==> config.mk <==
export PLATFORM = sky130hd
export DESIGN_NAME = stream_tx
export DESIGN_NICKNAME = d
export VERILOG_FILES = /design/src/rtl/stream_tx.sv
export SDC_FILE = /design/constraint.sdc
export NUM_CORES = 1
export LEC_CHECK = 0
export BUFFER_PORTS_ARGS = -buffer_cell sky130_fd_sc_hd__buf_2
export CAP_MARGIN = 20
export CORE_MARGIN = 4
export CORE_UTILIZATION = 64
export DETAILED_ROUTE_END_ITERATION = 16
export GPL_TIMING_DRIVEN = 0
export PLACE_DENSITY_LB_ADDON = 0.08
export SLEW_MARGIN = 20
export SYNTH_ARGS = -nofsm -noshare
export SYNTH_HDL_FRONTEND = slang
export SYNTH_SLANG_ARGS = --single-unit
==> constraint.sdc <==
create_clock -name clk -period 4.55 [get_ports clk]
set_input_delay 0.2275 -clock clk [delete_from_list [all_inputs] [get_ports clk]]
set_output_delay 0.2275 -clock clk [all_outputs]
set_load 0.03 [all_outputs]
==> src/rtl/stream_tx.sv <==
// stream_tx: packet-aware stream buffer with optional store-and-forward gating.
//
// Parameters
//   DATA_WIDTH  payload width in bits
//   DATA_DEPTH  buffer entries (power of two, >= 2)
//
// Ports
//   clk, rst_n          clock; asynchronous active-low reset
//   s_data_i/s_last_i   upstream beat payload and end-of-packet marker
//   s_valid_i/s_ready_o upstream handshake (ready = buffer not full)
//   m_data_o/m_last_o   downstream beat, read combinationally from the head entry
//   m_valid_o/m_ready_i downstream handshake
//   level_o             number of stored beats
//   pkt_cnt_o           number of stored beats carrying last=1
//   ovf_o               sticky: a packet filled the buffer before its last beat
//
// Configuration
//   STREAM_TX_STORE_AND_FORWARD_EN defined: output held until a whole packet is
//   stored (or the buffer fills, which forces the packet out and sets ovf_o).
//   Undefined: cut-through, m_valid_o = !empty, ovf_o = 0.
module stream_tx #(
    parameter int DATA_WIDTH = 8,
    parameter int DATA_DEPTH = 8
) (
    input  logic                          clk,
    input  logic                          rst_n,
    input  logic [DATA_WIDTH-1:0]         s_data_i,
    input  logic                          s_last_i,
    input  logic                          s_valid_i,
    output logic                          s_ready_o,
    output logic [DATA_WIDTH-1:0]         m_data_o,
    output logic                          m_last_o,
    output logic                          m_valid_o,
    input  logic                          m_ready_i,
    output logic [$clog2(DATA_DEPTH):0]   level_o,
    output logic [$clog2(DATA_DEPTH):0]   pkt_cnt_o,
    output logic                          ovf_o
);
    localparam int AW = $clog2(DATA_DEPTH);

    logic [AW:0]         r_wptr;
    logic [AW:0]         r_rptr;
    logic [AW:0]         r_level;
    logic [AW:0]         r_pkt;
    logic [DATA_WIDTH:0] r_mem [DATA_DEPTH];

    logic        w_full;
    logic        w_empty;
    logic        w_push;
    logic        w_pop;
    logic [AW:0] w_pkt_nxt;
    logic [AW:0] w_level_nxt;

    // Pointers carry one extra wrap bit so full and empty are distinguishable.
    assign w_full    = (r_wptr[AW-1:0] == r_rptr[AW-1:0]) && (r_wptr[AW] != r_rptr[AW]);
    assign w_empty   = (r_wptr == r_rptr);
    assign s_ready_o = !w_full;
    assign w_push    = s_valid_i && !w_full;
    assign w_pop     = m_valid_o && m_ready_i;

    assign {m_last_o, m_data_o} = r_mem[r_rptr[AW-1:0]];

    assign w_level_nxt = r_level + (AW+1)'(w_push) - (AW+1)'(w_pop);
    assign w_pkt_nxt   = r_pkt + (AW+1)'(w_push && s_last_i) - (AW+1)'(w_pop && m_last_o);

    assign level_o   = r_level;
    assign pkt_cnt_o = r_pkt;

    always_ff @(posedge clk or negedge rst_n) begin
        if (!rst_n) begin
            r_wptr  <= '0;
            r_rptr  <= '0;
            r_level <= '0;
            r_pkt   <= '0;
            for (int i = 0; i < DATA_DEPTH; i++) r_mem[i] <= '0;
        end else begin
            if (w_push) begin
                r_mem[r_wptr[AW-1:0]] <= {s_last_i, s_data_i};
                r_wptr                <= r_wptr + 1'b1;
            end
            if (w_pop) r_rptr <= r_rptr + 1'b1;
            r_level <= w_level_nxt;
            r_pkt   <= w_pkt_nxt;
        end
    end

`ifdef STREAM_TX_STORE_AND_FORWARD_EN
    typedef enum logic [1:0] {HOLD, SEND, FORCE} state_t;

    state_t r_state;
    state_t w_state_nxt;
    logic   r_ovf;
    logic   w_ovf_set;

    always_ff @(posedge clk or negedge rst_n) begin
        if (!rst_n) begin
            r_state <= HOLD;
            r_ovf   <= 1'b0;
        end else begin
            r_state <= w_state_nxt;
            if (w_ovf_set) r_ovf <= 1'b1;
        end
    end

    // A complete packet releases the output; a full buffer with no complete
    // packet cannot make progress, so it is forced out and flagged.
    always_comb begin
        w_state_nxt = r_state;
        m_valid_o   = 1'b0;
        w_ovf_set   = 1'b0;
        case (r_state)
            HOLD: begin
                if (r_pkt != '0) begin
                    w_state_nxt = SEND;
                end else if (w_full) begin
                    w_state_nxt = FORCE;
                    w_ovf_set   = 1'b1;
                end
            end
            SEND: begin
                m_valid_o = !w_empty;
                if (w_pop && m_last_o && (w_pkt_nxt == '0)) w_state_nxt = HOLD;
            end
            FORCE: begin
                m_valid_o = !w_empty;
                if (w_pop && m_last_o) w_state_nxt = (w_pkt_nxt != '0) ? SEND : HOLD;
            end
            default: w_state_nxt = HOLD;
        endcase
    end

    assign ovf_o = r_ovf;
`else
    assign m_valid_o = !w_empty;
    assign ovf_o     = 1'b0;
`endif

endmodule

### Yosys cells after proc, flatten, opt, wreduce, memory -nomap -nowiden

Index checks and enable logic that the tools add are counted.

* output and inout bits: 20
* logic and storage cells: 40
* bits of input ports: 13
* register bits after elaboration: 88

* mux-type cells: 6
* $lt $le $gt $ge: 3
* equality and inequality tests: 3
* bitwise logic cells: 2
* reductions and logical operators: 8
* add/subtract/negate cells: 6

Operators by type and width (number)
* $bwmux 72: 1
* $bmux 9 s3: 1
* $demux 9 s3: 1
* $mux 9: 3
* $add 4x1->4: 2
* $add 4x1->4 const B: 2
* $ge 4x4->1 const B: 2
* $not 3->4: 2
* $sub 4x1->4: 2
* $logic_and 1x1->1: 6
* $eq 4x4->1: 1
* $lt 4x1->1 const B: 1
* $eq 3x3->1: 1
* $logic_not 1->1: 2
* $ne 1x1->1: 1

### Longest topological paths before layout

Gate-level depths: netlist of the first run.

* depth in word-level cells: 7
* depth in mapped cells: 11

### Worst setup path before layout of the first run

Ideal clock, no wire load.

* path kind: register -> register
* start: reg r_rptr[1]
* end: reg r_pkt[2] (netlist: pkt_cnt_o[2])
* arrival: 2833 ps
* data required time: 4427 ps
* path buffers: 1
* cell stages (with the launch flop): 11
* library setup time: 123 ps
* clock period less this slack: 2956 ps
* slack: 1594 ps
* path through: dfrtp_1 buf_1 mux4_2 mux2_2 nor2b_1 ha_1 inv_1 ha_1 inv_1 fa_1 xnor2_1

RTL lines
* from (decl): RTL line 42 `logic [AW:0] r_rptr;`
* from (signal assigned): RTL line 81 `if (w_pop) r_rptr <= r_rptr + 1'b1;`
* $not 3->4 (not written as such): RTL line 61 `assign {m_last_o, m_data_o} = r_mem[r_rptr[AW-1:0]];`
* $bmux 9 s3: RTL line 61
* $mux 9 (not written as such) (2 in series): RTL line 61
* net m_last_o: RTL line 32 `output logic m_last_o,`
* $logic_and 1x1->1: RTL line 64 `assign w_pkt_nxt = r_pkt + (AW+1)'(w_push && s_last_i) - (AW+1)'(w_pop && m_last_o);`
* $sub 4x1->4: RTL line 64
* net w_pkt_nxt[2]: RTL line 51 `logic [AW:0] w_pkt_nxt;`
* to (signal assigned): RTL line 83 `r_pkt <= w_pkt_nxt;`
* to (decl): RTL line 44 `logic [AW:0] r_pkt;`

The timed path passes the listed nets, and every way through them passes these cells. The select of a mux whose other input is x is not followed.
A chain may end at the register's enable or synchronous reset.

### Final worst setup path of the first run

* start: reg r_rptr[1]
* end: reg r_pkt[2] (netlist: pkt_cnt_o[2])

* cells in the longest elaborated chain, start to end: 7

Ends and longest elaborated chain
* $eq 3x3->1: RTL line 55 `assign w_full = (r_wptr[AW-1:0] == r_rptr[AW-1:0]) && (r_wptr[AW] != r_rptr[AW]);`
* $logic_and 1x1->1: RTL line 55
* $logic_not 1->1: RTL line 58 `assign w_push = s_valid_i && !w_full;`
* $logic_and 1x1->1: RTL line 58
* $logic_and 1x1->1: RTL line 64
* $add 4x1->4: RTL line 64
* $sub 4x1->4 *: RTL line 64
* net w_pkt_nxt[2]: RTL line 51

Mark *: on every way through the listed nets, which the timed path passes. The rest lies on a longest branch. The select of a mux whose other input is x is not followed.

==> impl_metrics.toml, run 1 <==
[finish]
drive_gt1_frac = 0.509
antenna_cells = 0
area_delta_synth_final_pct = 12.8
final_util = 0.750
final_nets = 342

[clock_tree]
h-tree-depth = 3
clk_latency_ns = 0.35
cts_setup_buffers = 0
numCtsBuffers = 9
cts_tree = "done"
clkTransAtPathRegs_ns = 0.09
clock-root-buffer = "clkbuf_8"
cts.path.max_buffers = 2
cts_num_sinks = 88

[synthesis]
syn-num-nets = 298
synth_compound_area_frac = 0.00796
ys.flop_type = "dfrtp_1"
ys_types = 31
synth_top_area_share = 0.519
ys_seq_elements = 88
synthAdderAreaFrac = 0.0389
synth_mux_area_frac = 0.331
synth_xor_area_frac = 0.0351
ys_warn_count = 0
synthSimpleGateAreaFrac = 0.0365
synth_top_area_cell = "dfrtp_1"
synth_area_leaders = "dfrtp_1 52%, mux2_2 17%, mux4_2 9.5%, mux2_4 6.4%, ha_1 2.9%"
synth-edff-count = 0
avgSynthCellArea_sq_um = 15.6
synth_top_family_by_area = "multiplexers"
syn_area_sq_um = 4250
ys_async_sr_fraction = 1.00
synthMostInstantiatedCell = "dfrtp_1"
synth_commonest_cells = "88 x dfrtp_1, 65 x mux2_2, 18 x mux2_4, 18 x mux4_2, 14 x inv_1"
yosysSeqAreaShare = 0.519
netlist_instances = 273

[grt]
grt_antenna_before_repair = 0
grt_pass1_vias = 2486
grt_overflow = 0
grt_usage = 0.227
grt_max_degree = 56
grt_pass1_wl_microns = 13000

[critical_path]
crit_type = "reg2reg"
startpoint_type = "register"
crit_fanout = 10
r2r-start = "r_rptr[1]$_DFFE_PN0P_"
cp-end-kind = "register"
arrival_ns = 3.49
rr_worst_depth = 10
startpoint = "r_rptr[1]$_DFFE_PN0P_"
critical_path_required_ns = 4.80

[power]
peakVddDrop_uv = 544
power_leakage_nw = 2.16
p_per_area_nw_per_um2 = 857

[worst_hold_path]
min_path_type = "in2reg"
hold_depth = 3
hold_path.startpoint = "s_valid_i"

[placement]
place_congestion = 0.703
hpwlAfterDp_microns = 5300
numPortBuffers = 31

[floorplan]
rows = 29
die_area_sq_um = 8000
die_w_microns = 89.5
core_area_sq_um = 6390
initial_core_util = 0.665
fp.dieH_microns = 89.5
ioPinCount = 33

[drt]
avgViaCountPerCell = 5.93
drt-initial-drc-count = 83
drt_wl_total_microns = 8100
wl_per_cell_microns = 20.3
drtAntennaViolNets = 0
vias = 2365
route.detailed.drc = 0
firstDrtPassIters = 4

[timing]
finalSetupViolCount = 0
hold_viol_final = 0
fin_worst_skew_ns = 0.0127
fmax_mhz = 309
maxSlewHeadroom = 0.473
fin_crit_sh = 0.712
rsz0062_at_grt = "no"
slew_violations = 0
period_minus_slack_ns = 3.24
tns_ns = 0
worstMarginPinSlew_ns = 0.791

[run_status]
status = "completed"

[flow_run]
maxCapViolCount = 0
layer usage:
metal | share of wire | up-vias | GRT usage
li1 | - | 1069 | -
met3 | 0.022 | 11 | 0.0378
met2 | 0.49 | 25 | 0.366
met5 | 0 | - | 0
met4 | 0.013 | 0 | 0.0771
met1 | 0.47 | 1260 | 0.318
critical path, cell delays in order (launching register included):
cell and delay [ns]:
dfrtp_1 0.44, buf_1 0.58, mux4_2 0.59, mux2_2 0.29, nor2b_1 0.14, ha_1 0.31, inv_1 0.06, ha_1 0.16
inv_1 0.05, fa_1 0.38, xnor2_1 0.13
cell type report:
type                            instances  area (sq um)
Multi-Input combinational cell        159          1920
Clock buffer                           10           128
Tap cell                               77          96.3
Fill cell                             413          1600
Inverter                               14          52.6
Timing Repair Buffer                   33           195
Sequential cell                        88          2200
Clock inverter                          6           115
Buffer                                 12          77.6
path summary, 6_finish.rpt:
check	endpoint	slack, ns
min reg2reg	r_mem[24]$_DFFE_PN0P_	0.51
max in group asynchronous	level_o[0]$_DFF_PN0_	3.56
min	r_wptr[2]$_DFFE_PN0P_	0.19
max	pkt_cnt_o[2]$_DFF_PN0_	1.31
max reg2reg	pkt_cnt_o[2]$_DFF_PN0_	1.31
min in group asynchronous	pkt_cnt_o[3]$_DFF_PN0_	0.37
cells in the final DEF, fill, tap and decap left out, types with 4 or more instances in the layout:
| cell | count |
|---|---|
| buf_2 | 35 |
| clkbuf_8 | 9 |
| dfrtp_1 | 88 |
| ha_1 | 10 |
| inv_1 | 14 |
| mux2_2 | 65 |
| mux2_4 | 18 |
| mux4_2 | 18 |
| nand3_1 | 4 |
| xnor2_1 | 10 |
| xor2_1 | 7 |
per-stage QoR:
stage	std cells	cell area, sq um	setup slack (ns)	power, mW	hold slack, ns
CTS	399	4780	1.24	4.14	0.181
global route	399	4790	1.15	4.37	0.202
global placement	381	4500	1.30	3.39	0.480
finish	399	4790	1.31	4.10	0.191
floorplan	273	4250	1.59	2.99	-0.0681
detailed placement	382	4530	1.25	3.48	0.204
report_power, final:
group	leakage, nW	internal (mW)	switching [mW]
registers	1.05	1.19	0.247
clock network	0.117	0.368	0.279
logic	0.996	1.04	0.979
total	2.16	2.60	1.50
sequential cells by signal, summed over array words and instances, names as in the netlist:
signal	cells
r_mem	72
r_rptr	4
pkt_cnt_o	4
level_o	4
r_wptr	4
cells by family after synthesis:
family | Yosys count
DFF | 88
and+or+nand+nor | 23
buffers and inverters | 26
xor gates and xnor gates | 17
muxes | 101
AOI/OAI and AO/OA | 5
adders and majority gates | 12
other | 1
timing repair:
item / 4_1_cts / 5_1_grt
hold buffers: 1 / 0
hold endpoints to repair: 33 / 0
resized for setup: 0 / 0
Note: power is estimated with default switching activity, not from simulation.
==> inputs of run 2 (changes only) <==
--- a/config.mk
+++ b/config.mk
@@ -5,10 +5,11 @@
 export SDC_FILE = /design/constraint.sdc
 export NUM_CORES = 1
 export LEC_CHECK = 0
+export ABC_AREA = 1
 export BUFFER_PORTS_ARGS = -buffer_cell sky130_fd_sc_hd__buf_2
 export CAP_MARGIN = 20
 export CORE_MARGIN = 4
-export CORE_UTILIZATION = 64
+export CORE_UTILIZATION = 61
 export DETAILED_ROUTE_END_ITERATION = 16
 export GPL_TIMING_DRIVEN = 0
 export PLACE_DENSITY_LB_ADDON = 0.08
==> constraint.sdc (replaced) <==
create_clock -name clk -period 3.25 [get_ports clk]
set_input_delay 0.1625 -clock clk [delete_from_list [all_inputs] [get_ports clk]]
set_output_delay 0.1625 -clock clk [all_outputs]
set_load 0.03 [all_outputs]
==> impl_metrics.toml, run 2 <==
[run_status]
status = "completed"

[critical_path]
crit_fanout = 10
arrival_ns = 2.96
startpoint_type = "register"
startpoint = "r_rptr[1]$_DFFE_PN0P_"
critical_path_required_ns = 3.52
rrSetupSlack_ns = 0.55
r2r-start = "r_rptr[1]$_DFFE_PN0P_"
crit_type = "reg2reg"
cp-end-kind = "register"

[timing]
worstMarginPinSlew_ns = 0.872
rsz0062_at_grt = "no"
finalSetupViolCount = 0
hold_viol_final = 0
fin_worst_skew_ns = 0.0113
fin_crit_sh = 0.830
period_minus_slack_ns = 2.70
maxSlewHeadroom = 0.415
holdWs_ns = 0.0780
setup_slack_ns = 0.551
fmax_mhz = 371
tns_ns = 0
slew_violations = 0

[grt]
grt_antenna_before_repair = 0
grt_usage = 0.301
grt_pass1_wl_microns = 22200
grt_max_degree = 56
grt_overflow = 0
grt_pass1_vias = 4313

[placement]
numPortBuffers = 21
hpwlAfterDp_microns = 8900
place_area_sq_um = 5080
place_congestion = 0.877
dp_slack_ns = 0.587

[synthesis]
synth_compound_area_frac = 0.0582
netlist_instances = 576
synth_top_family_by_area = "simple AND/OR/NAND/NOR gates"
yosysSeqAreaShare = 0.457
syn-num-nets = 601
synth_area_leaders = "dfrtp_1 46%, nand2_1 16%, nand4_1 9.5%, nand3_4 2.9%, ha_1 2.6%"
syn_area_sq_um = 4820
synth_xor_area_frac = 0.0197
synthMostInstantiatedCell = "nand2_1"
synth_top_area_share = 0.457
synthSimpleGateAreaFrac = 0.357
avgSynthCellArea_sq_um = 8.37
synthAdderAreaFrac = 0.0343
synth-edff-count = 0
ys_types = 31
ys_warn_count = 0
synth_top_area_cell = "dfrtp_1"
ys.flop_type = "dfrtp_1"
synth_commonest_cells = "207 x nand2_1, 88 x dfrtp_1, 73 x nand4_1, 33 x nor2_1, 22 x o21ai_0"
ys_async_sr_fraction = 1.00
synth_mux_area_frac = 0
ys_seq_elements = 88

[finish]
postLayoutCellArea_sq_um = 5290
final_common_cell = "nand2_1"
largest_reg_flops = 72
final_nets = 635
drive_gt1_frac = 0.140
area_delta_synth_final_pct = 9.76
largest-register = "r_mem"
antenna_cells = 0
layout_common_cells = "207 x nand2_1, 88 x dfrtp_1, 73 x nand4_1"
nFillCells = 667
final_util = 0.688

[floorplan]
core_area_sq_um = 7690
fp.dieH_microns = 96.9
rows = 32
initial_core_util = 0.627
die_w_microns = 96.9
ioPinCount = 33
die_area_sq_um = 9390

[clock_tree]
cts_setup_buffers = 0
numCtsBuffers = 9
clk_latency_ns = 0.37
cts.path.max_buffers = 2
clock-root-buffer = "clkbuf_8"
clkTransAtPathRegs_ns = 0.09
h-tree-depth = 3
cts_num_sinks = 88
cts_tree = "done"

[power]
peakVddDrop_uv = 1100
power_leakage_nw = 2.66
p_per_area_nw_per_um2 = 1120

[drt]
wl_per_cell_microns = 18.5
vias = 4305
firstDrtPassIters = 5
drt-initial-drc-count = 515
route.detailed.drc = 0
drtAntennaViolNets = 0
avgViaCountPerCell = 6.00
drt_wl_total_microns = 13300

[worst_hold_path]
hold_path.startpoint = "m_ready_i"
min_path_type = "in2reg"

[flow_run]
maxCapViolCount = 0
[run 2: cell types whose count changed after synthesis, moves of 16 or more]
cell | previous run | this run
mux2_2 | 65 | 0
nand4_1 | 0 | 73
nand2_1 | 2 | 207
o22ai_1 | 0 | 16
mux4_2 | 18 | 0
mux2_4 | 18 | 0
o21ai_0 | 0 | 22
nor2_1 | 3 | 33
[run 2: worst max-delay path: stages, from the launching register on]
cell,delay (ns)
dfrtp_1,0.43
inv_1,0.31
nand2_1,0.11
nand2_1,0.14
nand3_1,0.20
nand2_1,0.24
nor2_1,0.07
ha_1,0.29
inv_1,0.07
ha_1,0.16
inv_1,0.06
fa_1,0.37
xnor2_1,0.13
[run 2: kinds of logic (layout without fill, tap and decap cells)]
group	count (synthesis)	count (layout)
xor gates and xnor gates	10	10
DFF	88	88
buffers and inverters	66	105
and+or+nand+nor	347	347
AOI/OAI and AO/OA	52	52
other	1	1
adders and majority gates	12	12
[run 2: path summary, 6_finish.rpt]
check                                         endpoint  depth (start not counted)
worst min register to register   r_mem[49]$_DFFE_PN0P_                          2
worst max register to register  pkt_cnt_o[2]$_DFF_PN0_                         12
worst max-delay path            pkt_cnt_o[2]$_DFF_PN0_                         12
min in group asynchronous         level_o[2]$_DFF_PN0_                          2
max in group asynchronous         r_mem[3]$_DFFE_PN0P_                          3
worst min-delay path             r_rptr[1]$_DFFE_PN0P_                          3
[run 2: power breakdown]
part | switching, mW | internal (mW) | leakage [nW] | total, mW
clock | 0.417 | 0.376 | 0.0993 | 0.793
sequential | 0.315 | 1.62 | 1.10 | 1.93
combinational | 2.14 | 1.05 | 1.46 | 3.19
[run 2: metrics by stage]
stage	power, mW	std cells
after global placement	4.99	699
after detailed placement	5.10	700
final	5.91	717
after global routing	6.40	717
after floorplan	4.23	576
after CTS	5.89	717
[run 2: cell type report]
class	count	area [sq um]	share of cell area
well taps	102	128	0.0241
flip-flops and latches	88	2200	0.416
inverters	23	93.8	0.0177
clock buffers	11	141	0.0267
multi-input cells	422	2260	0.428
clock inverters	5	56.3	0.0106
repair buffers	23	145	0.0274
plain buffers	43	260	0.0492
[run 2: per-layer routing]
layer	global-route usage	wire length [microns]	vias up
met3	0.0714	1360	24
met1	0.417	5370	2048
li1	-	-	2011
met2	0.459	6250	222
met5	0	0	-
met4	0.118	308	0
[run 2: what timing repair did]
action / CTS / global route
endpoints found under the hold margin: 33 / 0
gates resized for setup: 0 / 0
hold buffers: 1 / 0
